`src/rtl/tick_sequencer.sv`:
```
// rtl/tick_sequencer.sv - prescaled up/down step counter with busy/done handshake; optional pause port under TICK_SEQ_PAUSE_EN
module tick_sequencer #(
   parameter int CLK_FREQ = 30000000,
   parameter int TICK_HZ  = 2,
   parameter int WIDTH    = 4
) (
   input  logic             clk30,
   input  logic             rst_n,
   input  logic             go,
   input  logic             stop,
   input  logic             dir,
   input  logic             repeat_en,
`ifdef TICK_SEQ_PAUSE_EN
   input  logic             pause,
`endif
   input  logic [WIDTH-1:0] limit,
   output logic [WIDTH-1:0] count,
   output logic             busy,
   output logic             done,
   output logic             done_flag
);

   localparam int DIV = CLK_FREQ / TICK_HZ;
   localparam int PW  = (DIV >= 2) ? $clog2(DIV) : 1;
   localparam logic [PW-1:0]    PRE_MAX = PW'(DIV - 1);
   localparam logic [PW-1:0]    PRE_ONE = PW'(1);
   localparam logic [WIDTH-1:0] CNT_ONE = WIDTH'(1);

   // A step rate faster than half the clock cannot be produced by the prescaler
   if (DIV < 2) begin : g_div_check
      $error("tick_sequencer: CLK_FREQ/TICK_HZ must be at least 2");
   end

   typedef enum logic [1:0] {
      ST_IDLE = 2'd0,
      ST_RUN  = 2'd1,
      ST_DONE = 2'd2
   } state_e;

   state_e           state_q, state_d;
   logic [WIDTH-1:0] count_q, count_d;
   logic [WIDTH-1:0] limit_q, limit_d;
   logic [PW-1:0]    pre_q, pre_d;
   logic             dir_q, dir_d;
   logic             rep_q, rep_d;
   logic             done_q, done_d;
   logic             busy_q, busy_d;
   logic             flag_q, flag_d;
   logic             pause_w;
   logic             tick;
   logic             accept;
   logic [WIDTH-1:0] terminal;

`ifdef TICK_SEQ_PAUSE_EN
   assign pause_w = pause;
`else
   assign pause_w = 1'b0;
`endif

   // State and output registers; reset clears everything at once, even mid-run
   always_ff @(posedge clk30 or negedge rst_n) begin
      if (!rst_n) begin
         state_q <= ST_IDLE;
         count_q <= '0;
         limit_q <= '0;
         pre_q   <= '0;
         dir_q   <= 1'b0;
         rep_q   <= 1'b0;
         done_q  <= 1'b0;
         busy_q  <= 1'b0;
         flag_q  <= 1'b0;
      end else begin
         state_q <= state_d;
         count_q <= count_d;
         limit_q <= limit_d;
         pre_q   <= pre_d;
         dir_q   <= dir_d;
         rep_q   <= rep_d;
         done_q  <= done_d;
         busy_q  <= busy_d;
         flag_q  <= flag_d;
      end
   end

   // Next state: stop beats go beats tick; the prescaler only runs in RUN
   always_comb begin
      state_d  = state_q;
      count_d  = count_q;
      limit_d  = limit_q;
      dir_d    = dir_q;
      rep_d    = rep_q;
      pre_d    = '0;
      done_d   = 1'b0;
      accept   = 1'b0;
      tick     = (pre_q == PRE_MAX);
      terminal = dir_q ? '0 : limit_q;

      case (state_q)
         ST_IDLE: begin
            count_d = '0;
            accept  = go && !stop;
         end
         ST_RUN: begin
            if (stop) begin
               state_d = ST_IDLE;
               count_d = '0;
            end else if (pause_w) begin
               pre_d = pre_q;
            end else if (tick) begin
               if (count_q == terminal) begin
                  done_d = 1'b1;
                  if (rep_q) begin
                     count_d = dir_q ? limit_q : '0;
                  end else begin
                     state_d = ST_DONE;
                  end
               end else begin
                  count_d = dir_q ? (count_q - CNT_ONE) : (count_q + CNT_ONE);
               end
            end else begin
               pre_d = pre_q + PRE_ONE;
            end
         end
         ST_DONE: begin
            if (stop) begin
               state_d = ST_IDLE;
               count_d = '0;
            end else begin
               accept = go;
            end
         end
         default: begin
            state_d = ST_IDLE;
            count_d = '0;
         end
      endcase

      // Accepting go latches the run configuration and loads the start value
      if (accept) begin
         state_d = ST_RUN;
         limit_d = limit;
         dir_d   = dir;
         rep_d   = repeat_en;
         count_d = dir ? limit : '0;
         pre_d   = '0;
      end

      busy_d = (state_d == ST_RUN);
      flag_d = (state_d == ST_DONE);
   end

   assign count     = count_q;
   assign busy      = busy_q;
   assign done      = done_q;
   assign done_flag = flag_q;

endmodule

```
`config.mk`:
```
export PLATFORM = sky130hd
export DESIGN_NAME = tick_sequencer
export DESIGN_NICKNAME = d
export VERILOG_FILES = /design/src/rtl/tick_sequencer.sv
export SDC_FILE = /design/constraint.sdc
export NUM_CORES = 1
export LEC_CHECK = 0
export ABC_AREA = 1
export CELL_PAD_IN_SITES_DETAIL_PLACEMENT = 1
export CELL_PAD_IN_SITES_GLOBAL_PLACEMENT = 1
export CORE_ASPECT_RATIO = 0.75
export CORE_MARGIN = 2
export CORE_UTILIZATION = 44
export CTS_BUF_LIST = sky130_fd_sc_hd__clkbuf_4 sky130_fd_sc_hd__clkbuf_8
export DETAILED_ROUTE_END_ITERATION = 12
export GPL_TIMING_DRIVEN = 0
export PLACE_DENSITY_LB_ADDON = 0.1
export SLEW_MARGIN = 20
export SYNTH_ARGS = -nofsm -noshare
export SYNTH_HDL_FRONTEND = slang
export SYNTH_SLANG_ARGS = --single-unit
```
`constraint.sdc`:
```
create_clock -name clk30 -period 2.4 [get_ports clk30]
set_input_delay 0.72 -clock clk30 [delete_from_list [all_inputs] [get_ports clk30]]
set_output_delay 0.72 -clock clk30 [all_outputs]
set_load 0.05 [all_outputs]
```
==> results of run 1 <==
==> logic make-up after synthesis <==
group | after synthesis | share of synthesized area
DFF | 39 | 0.4331
adders and majority gates | 4 | 0.02554
and+or+nand+nor | 195 | 0.3937
xor gates and xnor gates | 10 | 0.03887
buffers and inverters | 37 | 0.06551
AOI/OAI and AO/OA | 17 | 0.04331
==> what timing repair did <==
| action | 4_1_cts | 5_1_grt |
|---|---|---|
| endpoints found under the setup margin | 2 | 0 |
| setup buffers | 0 | 0 |
| resized for setup | 2 | 0 |
==> layer usage <==
layer / track usage / vias up
met1: 0.3394 / 916
met2: 0.3356 / 22
met3: 0.04494 / 7
met4: 0.09375 / 0
met5: 0 / -
li1: - / 987
==> registers in the layout, indices dropped and copies added, names as in the netlist <==
signal / flops
rep_q: 1
dir_q: 1
limit_q: 4
busy: 1
pre_q: 24
done: 1
state_q: 2
count: 4
done_flag: 1
==> path summary, 6_finish.rpt <==
kind | depth (start not counted) | end | from | slack [ns]
worst max-delay path | 1 | count[2] | count[2] | 0.11
worst min-delay path | 1 | pre_q[20] | rst_n | 0.34
worst max register to register | 9 | pre_q[15] | pre_q[0] | 0.54
worst min register to register | 1 | pre_q[0] | pre_q[0] | 0.49
max in group asynchronous | 2 | count[3] | rst_n | 1.60
min in group clk30 | 1 | pre_q[0] | pre_q[0] | 0.49
==> cell type report <==
| cell class | instances | area (sq um) | area share |
|---|---|---|---|
| timing repair buffer | 17 | 172.7 | 0.06680 |
| inverter | 35 | 131.4 | 0.05082 |
| multi-input combinational | 226 | 1130 | 0.4371 |
| clock buffer | 5 | 68.82 | 0.02662 |
| tap | 60 | 75.07 | 0.02904 |
| clock inverter | 3 | 15.01 | 0.005808 |
| buffer | 2 | 16.27 | 0.006292 |
| sequential | 39 | 975.9 | 0.3775 |
==> layout by cell type (no fill, tap or decap), drive strengths merged <==
cell type,n
nand2,106
nor2,51
dfrtp,39
inv,35
nand3,21
clkdlybuf4s50,13
a21oi,9
xor2,8
nor3,7
o21ai,7
nand3b,5
clkbuf,5
buf,4
ha,3
clkinv,3
nor3b,2
xnor2,2
dlygate4sd2,2
nor4,1
nand4,1
and2,1
a31oi,1
fa,1
==> report_power, final <==
part	leakage (nW)	internal, mW	switching, mW
Clock	0.0477	0.199	0.239
Sequential	0.531	0.694	0.0608
Combinational	0.625	0.150	0.269
==> through the flow <==
step / instances / setup WS [ns]
2_1_floorplan: 302 / 0.7317
3_3_place_gp: 378 / -0.4507
3_5_place_dp: 379 / 0.08849
4_1_cts: 387 / 0.09436
5_1_grt: 387 / 0.03721
6_report: 387 / 0.1121
==> flow_summary.toml, run 1 <==
[floorplan]
dieArea_sq_mm = 0.005716
rows = 22
coreArea_sq_mm = 0.004900
die_h_um = 65.98
die_w_um = 86.64
ios = 17
start_util = 0.4599

[logic_synthesis]
synth-edff-count = 0
ys_top_cells_by_count = "nand2_1 (97), nor2_1 (42), dfrtp_1 (39)"
ys_seq_area_frac = 0.4331
ys_types = 29
synth_top_cell_by_area = "dfrtp_1"
ys_ff_latch = 39
synth_area_sq_mm = 0.002253
synthCells = 302
netlist.area_leader.share = 0.4331
async_flop_share = 1.000
synthFlopType = "dfrtp_1"
ys.warnings.count = 0
synth_top_cells_by_area = "dfrtp_1 (43%), nand2_1 (16%), nor2_1 (7.0%)"
syn_area_per_cell_sq_um = 7.462
synthesis.nets = 316
synth_most_common_cell = "nand2_1"

[clocking]
numCtsBuffers = 5
clock_sinks = 39
htree_levels = 2
hold_buffers = 0
clk_pin_slew_ns = 0.08
cts_tree = "yes"
clk_path_buf_depth = 2
cts-root-buf = "clkbuf_8"
insertion_delay_ns = 0.30

[final_layout]
final_core_util = 0.5276
fillCellCount = 628
nets = 340
area_growth_syn_to_layout_pct = 14.71
antennaDiodeCount = 0
design_area_sq_mm = 0.002585
drive_gt1_frac = 0.1346

[pwr]
powerDensity_mw_per_mm2 = 623.4
power.total_mw = 1.612
p_leak_nw = 1.203
max-vdd-ir-drop_mv = 0.3119

[timing]
fin_skew_ns = 0.005105
finalCriticalPeriod_ns = 2.288
tns_ns = 0
rsz0062_at_grt = "false"
relSlewSlack = 0.6694
slew_violations = 0
fmax_ghz = 0.4371
hold_violations = 0
setup_viol = 0
fin_worst_hold_slack_ns = 0.3386
worst_pin_slew_ns = 0.4943
period_share = 0.9533

[route]
viasPerCell = 4.992
drc = 0
ant_nets = 0
postRouteWirelength_um = 5740
dr.pass1.iters = 4
wl_per_cell_um = 14.83
drt_iter0_drc = 75
drt-met1-wl_um = 3015
wl_met3_um = 148
dr_total_vias = 1932
wl_met2_um = 2465
highest_layer = "met4"

[run_status]
status = "complete, no violations"

[min_path]
hold_class = "in2async"

[placement]
io_buffer_count = 16
placedInstanceArea_sq_mm = 0.002504
dpl.hpwl_um = 4426
gp_congestion = 0.8423

[worst_setup_path]
path_buf_inv = 1
required_ns = 1.68
critPathKind = "reg2out"
worst_path_max_delay_cell = "clkdlybuf4s50_1"
cp-start-kind = "register"
crit_family = "buffers and inverters"
critPathMaxStageDelay_ns = 0.83
crit_fanout = 5
crit_chain = "clkdlybuf4s50_1"
crit_path_end_kind = "output port"
worstPathArrival_ns = 1.57

[run]
cap_violations = 0

[global_routing]
grt_max_degree = 25
overflow = 0
track_usage = 0.2318
antenna_found_initial = 0
grt_pass1_wl_um = 9880
grt_pass1_vias = 1977
(Power assumes the default switching activity.)
==> run 2, diff against run 1 <==
--- a/config.mk
+++ b/config.mk
@@ -19,3 +19,4 @@
 export SYNTH_ARGS = -nofsm -noshare
 export SYNTH_HDL_FRONTEND = slang
 export SYNTH_SLANG_ARGS = --single-unit
+export TNS_END_PERCENT = 50
==> results of run 2 <==
Same layout as run 1: the final DEF is identical, and so are final timing and power.
